==> config.mk <==
export PLATFORM = sky130hd
export DESIGN_NAME = instr_mem_loader
export DESIGN_NICKNAME = d
export VERILOG_FILES = /design/src/rtl/instr_mem_loader.sv
export SDC_FILE = /design/constraint.sdc
export NUM_CORES = 1
export LEC_CHECK = 0
export BUFFER_PORTS_ARGS = -buffer_cell sky130_fd_sc_hd__buf_2
export CORE_MARGIN = 5
export CORE_UTILIZATION = 45
export CTS_BUF_LIST = sky130_fd_sc_hd__clkbuf_8
export CTS_CLUSTER_SIZE = 14
export DETAILED_ROUTE_END_ITERATION = 8
export GPL_ROUTABILITY_DRIVEN = 1
export PLACE_DENSITY = 0.66
export SYNTH_ARGS = -nofsm -noshare
export SYNTH_HDL_FRONTEND = slang
export SYNTH_SLANG_ARGS = --single-unit
==> constraint.sdc <==
create_clock -name i_clk -period 3.8 [get_ports i_clk]
set_input_delay 0.76 -clock i_clk [delete_from_list [all_inputs] [get_ports i_clk]]
set_output_delay 0.76 -clock i_clk [all_outputs]
set_load 0.03 [all_outputs]
==> src/rtl/instr_mem_loader.sv <==
// Streams 32-bit instruction words into a byte-wide instruction memory, MSB first (big-endian).
// Optional running byte checksum enabled by defining LOADER_CHECKSUM_EN.
module instr_mem_loader #(
  parameter int unsigned MEM_BYTES = 256,
  parameter int unsigned COUNT_W   = 8
) (
  input  logic               i_clk,
  input  logic               i_reset,
  input  logic               i_start,
  input  logic [63:0]        i_base_addr,
  input  logic [COUNT_W-1:0] i_word_count,
  input  logic               i_in_valid,
  output logic               o_in_ready,
  input  logic [31:0]        i_in_word,
  output logic               o_mem_we,
  output logic [63:0]        o_mem_waddr,
  output logic [7:0]         o_mem_wdata,
  output logic               o_busy,
  output logic               o_done,
  output logic               o_error,
  output logic [COUNT_W-1:0] o_words_written,
  output logic [7:0]         o_checksum
);

  localparam logic [63:0] LastAddr = 64'(MEM_BYTES) - 64'd1;

  typedef enum logic [1:0] {
    StIdle,
    StWaitWord,
    StWrite,
    StDone
  } state_e;

  state_e             r_state, w_state_next;
  logic [63:0]        r_cur_addr, w_cur_addr_next;
  logic [COUNT_W-1:0] r_word_count, w_word_count_next;
  logic [COUNT_W-1:0] r_words_written, w_words_written_next;
  logic [31:0]        r_word, w_word_next;
  logic [1:0]         r_byte_idx, w_byte_idx_next;
  logic               r_error, w_error_next;
  logic [63:0]        r_mem_waddr, w_mem_waddr_next;
  logic [7:0]         r_mem_wdata, w_mem_wdata_next;

  logic [63:0]        w_last_addr;
  logic [1:0]         w_idx_inc;
  logic [COUNT_W-1:0] w_written_inc;
  logic [7:0]         w_next_byte;

  assign w_last_addr   = r_cur_addr + 64'd3;
  assign w_idx_inc     = r_byte_idx + 2'd1;
  assign w_written_inc = r_words_written + {{(COUNT_W-1){1'b0}}, 1'b1};
  // Byte i of the word sits at bit 31-8i; {~i, 3'b111} is exactly that index.
  assign w_next_byte   = r_word[{~w_idx_inc, 3'b111} -: 8];

  always_ff @(posedge i_clk) begin
    if (i_reset) begin
      r_state         <= StIdle;
      r_cur_addr      <= '0;
      r_word_count    <= '0;
      r_words_written <= '0;
      r_word          <= '0;
      r_byte_idx      <= '0;
      r_error         <= 1'b0;
      r_mem_waddr     <= '0;
      r_mem_wdata     <= '0;
    end else begin
      r_state         <= w_state_next;
      r_cur_addr      <= w_cur_addr_next;
      r_word_count    <= w_word_count_next;
      r_words_written <= w_words_written_next;
      r_word          <= w_word_next;
      r_byte_idx      <= w_byte_idx_next;
      r_error         <= w_error_next;
      r_mem_waddr     <= w_mem_waddr_next;
      r_mem_wdata     <= w_mem_wdata_next;
    end
  end

  always_comb begin
    w_state_next         = r_state;
    w_cur_addr_next      = r_cur_addr;
    w_word_count_next    = r_word_count;
    w_words_written_next = r_words_written;
    w_word_next          = r_word;
    w_byte_idx_next      = r_byte_idx;
    w_error_next         = r_error;
    w_mem_waddr_next     = r_mem_waddr;
    w_mem_wdata_next     = r_mem_wdata;

    unique case (r_state)
      StIdle: begin
        if (i_start) begin
          w_cur_addr_next      = i_base_addr;
          w_word_count_next    = i_word_count;
          w_words_written_next = '0;
          w_error_next         = 1'b0;
          if (i_base_addr[1:0] != 2'b00) begin
            w_error_next = 1'b1;
          end else if (i_word_count == '0) begin
            w_state_next = StDone;
          end else begin
            w_state_next = StWaitWord;
          end
        end
      end
      StWaitWord: begin
        if (i_in_valid) begin
          // Range check before any byte of the word is written.
          if (w_last_addr > LastAddr) begin
            w_error_next = 1'b1;
            w_state_next = StIdle;
          end else begin
            w_word_next      = i_in_word;
            w_byte_idx_next  = 2'd0;
            w_mem_waddr_next = r_cur_addr;
            w_mem_wdata_next = i_in_word[31:24];
            w_state_next     = StWrite;
          end
        end
      end
      StWrite: begin
        if (r_byte_idx == 2'd3) begin
          w_cur_addr_next      = r_cur_addr + 64'd4;
          w_words_written_next = w_written_inc;
          w_state_next         = (w_written_inc == r_word_count) ? StDone : StWaitWord;
        end else begin
          w_byte_idx_next  = w_idx_inc;
          w_mem_waddr_next = r_cur_addr + {62'd0, w_idx_inc};
          w_mem_wdata_next = w_next_byte;
        end
      end
      StDone: begin
        w_state_next = StIdle;
      end
      default: begin
        w_state_next = StIdle;
      end
    endcase
  end

  assign o_in_ready      = (r_state == StWaitWord);
  assign o_mem_we        = (r_state == StWrite);
  assign o_mem_waddr     = r_mem_waddr;
  assign o_mem_wdata     = r_mem_wdata;
  assign o_busy          = (r_state != StIdle);
  assign o_done          = (r_state == StDone);
  assign o_error         = r_error;
  assign o_words_written = r_words_written;

`ifdef LOADER_CHECKSUM_EN
  logic [7:0] r_checksum;

  always_ff @(posedge i_clk) begin
    if (i_reset) begin
      r_checksum <= '0;
    end else if (r_state == StIdle && i_start) begin
      r_checksum <= '0;
    end else if (r_state == StWrite) begin
      r_checksum <= r_checksum + r_mem_wdata;
    end
  end

  assign o_checksum = r_checksum;
`else
  assign o_checksum = 8'd0;
`endif

endmodule

After elaboration in Yosys (flattened, before gate mapping)
Cells that the tools add are included.
{"block": "word_totals", "regBits": 189, "latch_bits": 0, "mem_bits_rw": 0, "romBits": 0, "in_bits": 108, "output_inout_bits": 93, "elab_cells": 74, "mem_count": 0}
{"block": "classes", "addsub": 5, "multipliers": 0, "div": 0, "magnitude_cmp": 1, "n_eq_ne": 12, "n_shift": 1, "n_mux": 31, "bitwise_logic": 2, "reduce_logical": 13}
{"cell": "64-bit 2-to-1 mux", "count": 5}
{"cell": "64-bit one-hot mux with 2 select lines", "count": 2}
{"cell": "64-bit by 2-bit adder with 64-bit output", "count": 1}
{"cell": "64-bit by 2-bit adder with 64-bit output (second input constant)", "count": 1}
{"cell": "64-bit by 3-bit adder with 64-bit output (second input constant)", "count": 1}
{"cell": "64-bit by 8-bit > comparator with 1-bit output (second input constant)", "count": 1}
{"cell": "8-bit 2-to-1 mux", "count": 5}
{"cell": "39-bit by 6-bit variable part select with 8-bit output", "count": 1}
{"cell": "8-bit one-hot mux with 2 select lines", "count": 2}
{"cell": "2-bit 2-to-1 mux", "count": 10}
{"cell": "4-bit AND reduction", "count": 3}
{"cell": "2-bit inequality test (second input constant)", "count": 5}
{"cell": "2-bit nonzero test", "count": 5}
{"cell": "8-bit by 1-bit adder with 8-bit output (second input constant)", "count": 1}
{"cell": "8-bit == test", "count": 1}
{"cell": "8-bit logical NOT", "count": 1}
{"cell": "2-bit one-hot mux with 4 select lines", "count": 1}
{"cell": "2-bit == test (second input constant)", "count": 3}
{"cell": "3-bit AND reduction", "count": 2}
{"cell": "1-bit 2-to-1 mux", "count": 4}
{"cell": "2-bit by 1-bit inequality test with 1-bit output (second input constant)", "count": 2}
{"cell": "2-bit one-hot mux with 2 select lines", "count": 1}
{"cell": "2-bit by 1-bit adder with 2-bit output (second input constant)", "count": 1}
{"cell": "2-bit by 1-bit == test with 1-bit output (second input constant)", "count": 1}
{"cell": "other kinds (5)", "count": 5}

Depth between registers and ports, before layout
Gate-level depths: netlist of the first run.
{"block": "depth", "ltp_word": 5, "mapped_depth": 14, "depth_no_buf": 11}

Worst setup path after synthesis of the first run
Ideal clock, no wire load.
{"block": "synth_timing", "path_type": "register to register", "startpoint": "register r_cur_addr[2]", "endpoint": "register r_mem_waddr[54] (netlist: o_mem_waddr[54])", "setup_time_ns": 0.145, "arrival_time_ns": 3.246, "required_time_ns": 3.655, "setup_slack_ns": 0.409, "stages_incl_launch_ff": 13, "path_buffers": 2, "synth_period_minus_slack_ns": 3.391, "cell_sequence": "dfxtp_1 ha_1 nand4_4 or2_1 clkbuf_1 nor4_4 nand2_1 a2111o_1 nor4_4 nand4_2 nand2_1 buf_2 a211oi_2"}
{"block": "synth_between", "elab_chain_len": 4, "elab_cells_between_ends": 7}
{"item": "start: declaration", "line": "35", "source": "logic [63:0] r_cur_addr, w_cur_addr_next;"}
{"item": "start signal: assignment", "line": "68", "source": "r_cur_addr <= w_cur_addr_next;"}
{"item": "64-bit by 2-bit adder with 64-bit output", "line": "49", "source": "assign w_last_addr = r_cur_addr + 64'd3;"}
{"item": "64-bit by 8-bit > comparator with 1-bit output", "line": "109", "source": "if (w_last_addr > LastAddr) begin"}
{"item": "2-bit inequality test (no line)"}
{"item": "4-bit AND reduction (no line)"}
{"item": "end signal: assignment", "line": "74", "source": "r_mem_waddr <= w_mem_waddr_next;"}
{"item": "end: declaration", "line": "41", "source": "logic [63:0] r_mem_waddr, w_mem_waddr_next;"}
Several ways; a longest one is shown, not always the timed one. The select of a mux whose other input is x is not followed.
A chain may end at the register's enable or synchronous reset.

Final worst setup path of the first run
{"block": "layout_timing", "startpoint": "register r_cur_addr[13]", "endpoint": "register r_mem_wdata[2] (netlist: o_mem_wdata[2])"}
{"block": "layout_between", "elab_chain_len": 4}
{"item": "64-bit by 2-bit adder with 64-bit output", "line": "49"}
{"item": "64-bit by 8-bit > comparator with 1-bit output", "line": "109"}
{"item": "2-bit inequality test (no line)"}
{"item": "4-bit AND reduction (no line)"}
{"item": "end signal: assignment", "line": "75", "source": "r_mem_wdata <= w_mem_wdata_next;"}
{"item": "end: declaration", "line": "42", "source": "logic [7:0] r_mem_wdata, w_mem_wdata_next;"}
Every way passes these cells.

==> metrics.md, run 1 <==
| Metric | Value |
|---|---|
| Cells after Synth | 1586 |
| Post-synth top area share | 0.316 |
| Leakage | 5.42 nW |
| Final Max Slew Viols | 0 |
| Reg2reg setup slack | 160 ps |
| Sequential fraction of the synthesis area | 0.316 |
| Crit-path max FO | 25 |
| Top cells by area, synth | dfxtp_1, nand2_1, nor3_1, nor2_1, a21oi_1 |
| Area Overhead vs Synth | 21.6% |
| Routed via count | 13300 |
| Pin count of the biggest net entering global routing | 90 |
| Max-cap viol count | 0 |
| Worst slew pin tran | 726 ps |
| Met2 Use GR | 0.498 |
| Core Rows | 59 |
| Netlist cell types | 75 |
| Setup TNS | 0 ps |
| Cell taking the most area after synthesis | dfxtp_1 |
| HP Class | reg2reg |
| Async SR Flop Fraction | 0 |
| CTS Buf Count | 17 |
| Post-Syn Area | 12000 µm² |
| Synthesized area per cell | roughly 7.6 µm² |
| Port buffer count | approximately 190 |
| Met1 usage | 0.458 |
| HPWL after detailed placement | 37600 µm |
| Top Usage Layer GRT | met2 |
| Status | complete, no violations |
| Setup Slack @ Placement | ~94 ps |
| Count leader, synth | nand2_1 |
| H-Tree Level Count | 4 |
| DR vias/cell | between 6 and 7 |
| CTS sink cnt | 189 |
| Clk root buf | clkbuf_8 |
| Switch share | 0.349 |
| EDFF count, synth | 0 |
| Worst VDD drop | 0.000229 V |
| Final WS setup | 164 ps |
| F_max | 275 MHz |
| Height of the die | between 150 and 200 µm |
| Setup CP Type | reg2reg |
| Part of the cycle the worst path needs | 0.957 |
| Clock skew | 31.3 ps |
| Core area | approximately 26000 µm² |
| Overall routing resource usage | 0.321 |
| Fin area | 14600 µm² |
| Final setup viols | 0 |
| Die width | 173 µm |
| Startpoint Class | flip-flop |
| Clock power frac | 0.361 |
| # DRC | 0 |
| CTS Hold Buffers Added | 0 |
| Comb pwr share | 0.151 |
| Net count, final | 1925 |
| Commonest cells post-synth | nand2_1, dfxtp_1, nor2_1, nor3_1, a21oi_1 |
| Req. time, crit path | 4230 ps |
| Min Clock Period, post-route | about 3600 ps |
| Antenna Nets Post-Route | 0 |
| Met3 Usage GRT | 0.0483 |
| Pre-antenna DRT Iters | 7 |
| Reg power frac | 0.487 |
| Proportion of layout cells with a drive suffix above 1 | 0.257 |
| CTS tree | built |
| CP Data Arrival Time | 4070 ps |
| Vias in the first global route | 12300 |
| Normalized max-slew margin | 0.515 |
| GPL Wtd Cong | 1.00 |
| Grt ovf | 0 |
| Initial antenna violation count | 2 |
| DRT iter0 DRCs | 1427 |
| Total power | 4.40 mW |
| Top-level I/O count | 201 |
| Drt total wl | 49800 µm |
| Internal power | 2.87 mW |
| Worst setup EP type | flip-flop |
| Final hold vios | 0 |
| Clk Latency, worst-skew pair | 510 ps |
| Die area | 30000 µm² |
| Seq cells post-synth | 189 |
| Yosys Warn Count | 0 |
| Pwr dens | 302 nW/µm² |
| Sw Pwr | between 1.5 and 2 mW |
| Initial Util | 0.458 |
| First-pass GRT wire length | 76300 µm |
| Max clock buf depth | 2 |
| Ys flop type | dfxtp_1 |
| Post-DP Area | 14000 µm² |
| Routed len/inst | 23.0 µm |
| Reg clk slew, reported paths | 130 ps |
## power groups by stage
stage	clock network, mW	registers [mW]	logic, mW
2_1_floorplan	0	2.11	0.448
3_3_place_gp	0	2.18	0.647
3_5_place_dp	0	2.18	0.652
4_1_cts	1.61	2.14	0.655
5_1_grt	1.68	2.15	0.720
6_report	1.59	2.14	0.666
## routing by layer
metal  wire, µm  part of all wire
met3       3680             0.074
met4       1600             0.032
met2      22200              0.45
met5         13           0.00026
met1      22300              0.45
## through the flow
stage,hold slack [ps],std cells,util
6_report,458,2160,0.557
5_1_grt,459,2160,0.557
4_1_cts,454,2156,0.555
3_5_place_dp,443,2124,0.537
3_3_place_gp,436,2124,0.537
2_1_floorplan,429,1593,-
## area by class of cell
| type | count | area, µm² |
|---|---|---|
| multi-input combinational | 1226 | 7440 |
| timing repair buffer | 361 | 2370 |
| inverter | 16 | 60.1 |
| clock buffer | 17 | 234 |
| fill | 2535 | 11600 |
| antenna | 1 | 2.50 |
| sequential | 189 | 3800 |
| tap | 335 | 419 |
| clock inverter | 15 | 230 |
## logic make-up after synthesis
group,after synthesis,share of synthesized area
compound gates,371,0.205
buf+inv,178,0.0699
mux,20,0.0252
fa+ha+maj,6,0.00690
flops,189,0.316
xor+xnor,90,0.0658
other cells,1,0.000313
simple gates,731,0.311
## cell usage in the layout, fill, tap and decap left out, types with 6 or more instances in the layout
master	count
nor3b_1	6
mux2i_1	11
a211oi_2	16
mux4_2	8
and4_1	11
a2bb2oi_1	6
o22ai_1	15
a211oi_1	67
nor2_1	151
and2_1	7
nand3_1	45
or2_2	8
o31ai_1	22
or3_1	11
buf_12	11
inv_1	15
nor3_1	119
dfxtp_1	177
or4_1	9
a31oi_1	8
nand2_1	211
o21ai_0	56
xnor2_1	52
xor2_1	38
a22oi_1	25
nand4_1	51
nor4_1	35
conb_1	8
and3_1	14
buf_4	158
dfxtp_2	11
buf_2	191
a21oi_1	111
clkbuf_8	17
nand2b_1	10
## flip-flops by register name, summed over array words and instances (netlist names)
name             flops
r_byte_idx           2
r_word_count         8
o_words_written      8
o_mem_waddr         64
r_cur_addr          64
o_mem_wdata          8
o_error              1
r_state              2
r_word              32
## path summary, 6_finish.rpt
check                                                 start                     endpoint  depth (start not counted)
worst min-delay path                r_word[22]$_SDFFE_PP0P_      r_word[22]$_SDFFE_PP0P_                          2
worst max-delay path            r_cur_addr[13]$_SDFFE_PP0P_  o_mem_wdata[2]$_SDFFE_PP0P_                         12
worst max register to register  r_cur_addr[13]$_SDFFE_PP0P_  o_mem_wdata[2]$_SDFFE_PP0P_                         12
worst min register to register      r_word[22]$_SDFFE_PP0P_      r_word[22]$_SDFFE_PP0P_                          2
## worst max-delay path, stage by stage, from the launching register on
cell and delay (ps):
dfxtp_1 520, nand4_2 290, buf_4 240, nor4_1 460
nand4b_1 170, xor2_1 320, nand3_1 180, nor4_1 330
buf_4 190, and4_4 280, buf_4 280, nor3_1 100
a211oi_1 210
## timing repair
item / 4_1_cts / 5_1_grt
endpoints found under the setup margin: 0 / 106
buffers inserted: 0 / 3
endpoints found under the hold margin: 0 / 0
gates resized for setup: 0 / 18
Note: power is estimated with default switching activity, not from simulation.
==> run 2: changes to the inputs <==
CORE_ASPECT_RATIO = 0.6   (was not set)
CORE_MARGIN = 2   (was 5)
==> metrics.md, run 2 (synthesis results as in run 1) <==
| Metric | Value |
|---|---|
| Drt total wl | 50600 µm (+1.7%) |
| First-pass GRT wire length | 75300 µm (-1.3%) |
| Fin Hold WS | 456 ps (-1.72 ps) |
| Die width | 215 µm (+24%) |
| Core Rows | 46 (-22%) |
| Crit-path slowest cell | dfxtp_1 |
| Met3 Usage GRT | 0.111 (+0.0629) |
| Height of the die | 130 µm (-25%) |
| Most common cell after layout, fill and taps aside | nand2_1 |
| Pre-antenna DRT Iters | 7 (unchanged) |
| Routed via count | 13400 (+0.95%) |
| Final setup viols | 0 (unchanged) |
| Final Max Slew Viols | 0 (unchanged) |
| Core area | 26300 µm² (+0.65%) |
| Port buffer count | 192 (unchanged) |
| RSZ-0062 raised after global routing | false |
| Area Overhead vs Synth | 21.2% |
| CTS tree | built |
| Normalized max-slew margin | 0.300 (-0.215) |
| CTS sink cnt | 189 (unchanged) |
| Leakage | 5.42 nW (about the same) |
| CTS Hold Buffers Added | 0 (unchanged) |
| Min Clock Period, post-route | 3720 ps (+84.7 ps) |
| CP Data Arrival Time | 4150 ps (+80 ps) |
| Pin count of the biggest net entering global routing | 82 (-8.9%) |
| Routed len/inst | 23.1 µm (+0.43%) |
| Net count, final | 1926 (+0.052%) |
| Grt ovf | 0 (unchanged) |
| HP Class | reg2reg |
| Overall routing resource usage | 0.356 (+0.0356) |
| H-Tree Level Count | 4 (unchanged) |
| DRT iter0 DRCs | 1795 (+26%) |
| Worst path cell trace | nand4_4, buf_4, nor3_1, buf_4, nand3_1, o21a_1, a211o_1, nor4_2, and4_4, buf_12, nor3_1, a211oi_1 |
| Top-level I/O count | 201 (unchanged) |
| # DRC | 0 (unchanged) |
| Initial antenna violation count | 1 (-1) |
| GPL Wtd Cong | 1.01 (+0.61%) |
| Setup TNS | 0 ps (unchanged) |
| Startpoint Class | flip-flop |
| Worst slew pin tran | 1050 ps (+322 ps) |
| Fill cell count | 2580 (+1.8%) |
| CTS Buf Count | 17 (unchanged) |
| Crit-path max FO | 50 (+100%) |
| Proportion of layout cells with a drive suffix above 1 | 0.260 (+0.00260) |
| Part of the cycle the worst path needs | 0.979 (+0.0223) |
| Top Usage Layer GRT | met1 |
| Reg clk slew, reported paths | 100 ps (-30 ps) |
| Clk root buf | clkbuf_8 |
| Most frequent cells in the layout | nand2_1, buf_2, dfxtp_1 |
| Crit path max-delay family | simple AND/OR/NAND/NOR gates |
| Vias in the first global route | 12000 (-3.1%) |
| Initial Util | 0.455 (-0.00296) |
| Final hold vios | 0 (unchanged) |
| Antenna Nets Post-Route | 0 (unchanged) |
| Max-cap viol count | 0 (unchanged) |
| Req. time, crit path | 4230 ps (about the same) |
| F_max | 269 MHz (-2.3%) |
| Pwr dens | 288 nW/µm² (-4.5%) |
| Clk Latency, worst-skew pair | 530 ps (+20 ps) |
| Worst setup EP type | flip-flop |
| Max clock buf depth | 2 (unchanged) |
| Status | complete, no violations |
| Critical Path Max Stage Delay | 540 ps (+20 ps) |
| Die area | 28000 µm² (-6.7%) |
| DR vias/cell | 6.15 (-0.35%) |
| Total power | 4.19 mW (-4.9%) |
| Setup CP Type | reg2reg |
| Clock skew | 17.3 ps (-14.0 ps) |
| Worst VDD drop | 0.000185 V (-19%) |
| Worst Path Buf+Inv | 3 (unchanged) |
| HPWL after detailed placement | 38400 µm (+2.0%) |
| Met1 usage | 0.551 (+0.0934) |
| Met2 Use GR | 0.471 (-0.0270) |
-- run 2: area by class of cell --
class,instances,area (µm²),share of cell area
Inverter,16,60.1,0.00414
Multi-Input combinational cell,1226,7480,0.515
Sequential cell,189,3800,0.262
Clock inverter,13,116,0.00802
Timing Repair Buffer,362,2330,0.161
Antenna cell,3,7.51,0.000517
Tap cell,360,450,0.0310
Clock buffer,19,262,0.0180
-- run 2: stage by stage --
step                      area (µm²)  cells  setup slack, ps   util
final                          14500   2188             79.7  0.552
after global routing           14500   2185             1.39  0.551
after CTS                      14400   2182             44.3  0.548
after detailed placement       14000   2150             -222  0.533
after global placement         14000   2150             -152  0.533
after floorplan                12000   1593              409      -
-- run 2: worst reg2reg max path, delay by kind of cell, from the launching register on --
family,cells,cell delay [ps]
compound gates,3,880
buf+inv,3,640
flops,1,540
simple gates,6,1580
-- run 2: power breakdown --
group / total, mW / switching, mW / internal [mW]
Sequential: 2.14 / 0.103 / 2.04
Combinational: 0.676 / 0.409 / 0.267
Clock: 1.37 / 0.809 / 0.557
Total: 4.19 / 1.32 / 2.86
-- run 2: repair_timing --
| action | 4_1_cts | 5_1_grt |
|---|---|---|
| pin swaps | 0 | 4 |
| setup buffers | 0 | 3 |
| setup endpoints to repair | 107 | 107 |
| resized for setup | 2 | 24 |
-- run 2: worst paths after layout --
check                               from                           end  slack [ps]  cells after the start
max reg2reg  r_cur_addr[48]$_SDFFE_PP0P_  o_mem_waddr[43]$_SDFFE_PP0P_          80                     12
max          r_cur_addr[48]$_SDFFE_PP0P_  o_mem_waddr[43]$_SDFFE_PP0P_          80                     12
min reg2reg      r_word[20]$_SDFFE_PP0P_       r_word[20]$_SDFFE_PP0P_         460                      2
min              r_word[20]$_SDFFE_PP0P_       r_word[20]$_SDFFE_PP0P_         460                      2
-- run 2: layer usage --
layer,part of all wire,wire length [µm]
met4,0.014,729
met2,0.38,19200
met3,0.12,6270
met5,0,0
met1,0.48,24400
==> run 3: changes to the inputs <==
==> constraint.sdc (replaced) <==
create_clock -name i_clk -period 3.6 [get_ports i_clk]
set_input_delay 1.08 -clock i_clk [delete_from_list [all_inputs] [get_ports i_clk]]
set_output_delay 1.08 -clock i_clk [all_outputs]
set_load 0.03 [all_outputs]
==> metrics.md, run 3 (synthesis results as in run 1) <==
| Metric | Value |
|---|---|
| Most frequent cells in the layout | nand2_1, buf_2, buf_4 |
| Antenna Nets Post-Route | 0 (unchanged) |
| Pre-antenna DRT Iters | 5 (-2) |
| Post-DP Area | 14200 µm² (+1.6%) |
| Normalized max-slew margin | 0.466 (+0.166) |
| Clk Latency, worst-skew pair | 530 ps (about the same) |
| Part of the cycle the worst path needs | 0.968 (-0.0111) |
| Critical Path Max Stage Delay | 410 ps (-130 ps) |
| Leakage | 5.52 nW (+1.9%) |
| Reg2reg setup slack | 120 ps (+40 ps) |
| Worst path cell trace | ha_1, nand4_4, nor4_4, buf_4, buf_4, a31oi_1, a2111o_1, nor4_4, and4_4, buf_12, nor3_1, a211oi_1 |
| Worst setup EP type | flip-flop |
| Pwr dens | 299 nW/µm² (+3.5%) |
| CTS sink cnt | 189 (unchanged) |
| Height of the die | 130 µm (unchanged) |
| Routed via count | 13400 (-0.17%) |
| Drt total wl | 51000 µm (+0.75%) |
| Fin area | 14800 µm² (+1.8%) |
| HPWL after detailed placement | 39100 µm (+1.8%) |
| Crit-path max FO | 30 (-40%) |
| Post-layout util | 0.561 (+0.00970) |
| Net count, final | 1950 (+1.2%) |
| Routed len/inst | 23.1 µm (-0.21%) |
| Port buffer count | 192 (unchanged) |
| Final WS setup | 115 ps (+35.7 ps) |
| Req. time, crit path | 4030 ps (-200 ps) |
| Clk root buf | clkbuf_8 |
| Final setup viols | 0 (unchanged) |
| Final hold vios | 0 (unchanged) |
| Worst VDD drop | 0.000232 V (+25%) |
| Startpoint Class | flip-flop |
| CP Data Arrival Time | 3920 ps (-230 ps) |
| Initial antenna violation count | 0 (-1) |
| Final Max Slew Viols | 0 (unchanged) |
| Initial Util | 0.455 (unchanged) |
| Setup TNS | 0 ps (unchanged) |
| Max-cap viol count | 0 (unchanged) |
| Area Overhead vs Synth | 23.3% |
| GPL Wtd Cong | 1.03 (+2.3%) |
| CTS Buf Count | 17 (unchanged) |
| Grt ovf | 0 (unchanged) |
| Crit-path slowest cell | a2111o_1 |
| Clock skew | 13.6 ps (-3.66 ps) |
| F_max | 287 MHz (+6.8%) |
| # diodes | 0 (-3) |
| Top-level I/O count | 201 (unchanged) |
| Die width | 215 µm (unchanged) |
| # DRC | 0 (unchanged) |
| Fin Hold WS | 457 ps (+1.44 ps) |
| Vias in the first global route | 12100 (+0.91%) |
| Reg2Reg Launch Point | r_cur_addr[2]$_SDFFE_PP0P_ |
| Core Rows | 46 (unchanged) |
| Placed Cells | 2174 (+1.1%) |
| Setup crit start | r_cur_addr[2]$_SDFFE_PP0P_ |
| Core area | 26300 µm² (unchanged) |
| Die area | 28000 µm² (unchanged) |
| First-pass GRT wire length | 75500 µm (+0.28%) |
| CTS Hold Buffers Added | 0 (unchanged) |
| Pin count of the biggest net entering global routing | 106 (+29%) |
| Reg2Reg Depth | 12 (unchanged) |
| Reg clk slew, reported paths | 100 ps (about the same) |
| CP endpoint | o_mem_waddr[22]$_SDFFE_PP0P_ |
| Proportion of layout cells with a drive suffix above 1 | 0.280 (+0.0204) |
| Fill cell count | 2587 (+0.27%) |
| H-Tree Level Count | 4 (unchanged) |
| Setup Slack @ Placement | 54.5 ps (+277 ps) |
| HP Class | reg2reg |
| Status | complete, no violations |
| Total power | 4.41 mW (+5.4%) |
| Worst slew pin tran | 802 ps (-246 ps) |
| Most common cell after layout, fill and taps aside | nand2_1 |
| Overall routing resource usage | 0.358 (+0.00189) |
| DR vias/cell | 6.08 (-1.1%) |
| DRT iter0 DRCs | 1665 (-7.2%) |
| Fin cells | 2209 (+0.96%) |
| Min Clock Period, post-route | 3480 ps (-236 ps) |
| CTS tree | built |
| Setup CP Type | reg2reg |
| Worst R2R End | o_mem_waddr[22]$_SDFFE_PP0P_ |
| Max clock buf depth | 2 (unchanged) |
run 3: cell types whose count changed in the layout (fill, tap and decap cells not counted), sizes merged:
| cell | delta |
|---|---|
| buf | +24 |
| bufinv | -1 |
| clkbuf | -1 |
| clkinv | +2 |
| clkinvlp | +1 |
| diode | -3 |
| inv | -1 |
run 3: power by group:
group          total, mW  switching [mW]  internal [mW]  leakage, nW
sequential          2.26           0.102           2.16         1.54
clock               1.40           0.894          0.511        0.181
combinational      0.749           0.443          0.306         3.80
run 3: timing repair:
| item | 4_1_cts | 5_1_grt |
|---|---|---|
| setup endpoints to repair | 0 | 106 |
| setup buffers | 0 | 3 |
| gates resized for setup | 0 | 43 |
run 3: routing by layer:
metal | routed length, µm | vias to the layer above | GRT usage
met2 | 19400 | 674 | 0.467
li1 | - | 6252 | -
met3 | 5890 | 58 | 0.112
met4 | 852 | 0 | 0.0858
met5 | 0 | - | 0
met1 | 24800 | 6441 | 0.553
run 3: cell type report:
type                    instances  area, µm²  share of cell area
clock buffers                  18        248              0.0168
clock inverters                14        111             0.00754
inverters                      16       60.1             0.00407
multi-input cells            1226       7530               0.510
flip-flops and latches        189       3810               0.258
well taps                     360        450              0.0305
repair buffers                386       2550               0.173
run 3: worst min path at each step:
stage,startpoint,end,slack (ps),cells after the start
2_1_floorplan,r_word[0]$_SDFFE_PP0P_,r_word[0]$_SDFFE_PP0P_,430,2
3_3_place_gp,r_word[21]$_SDFFE_PP0P_,r_word[21]$_SDFFE_PP0P_,440,2
3_5_place_dp,r_word[27]$_SDFFE_PP0P_,r_word[27]$_SDFFE_PP0P_,440,2
4_1_cts,r_word[13]$_SDFFE_PP0P_,r_word[13]$_SDFFE_PP0P_,460,2
5_1_grt,r_word[9]$_SDFFE_PP0P_,r_word[9]$_SDFFE_PP0P_,480,2
6_report,r_word[13]$_SDFFE_PP0P_,r_word[13]$_SDFFE_PP0P_,460,2
run 3: critical path, delay by kind of cell, from the launching register on:
kind	cells	cell delay (ps)
AND/OR/NAND/NOR	5	1360
AO/OA/AOI/OAI	3	820
buffers and inverters	3	600
flip-flops	1	360
adder cells (fa/ha/maj)	1	250
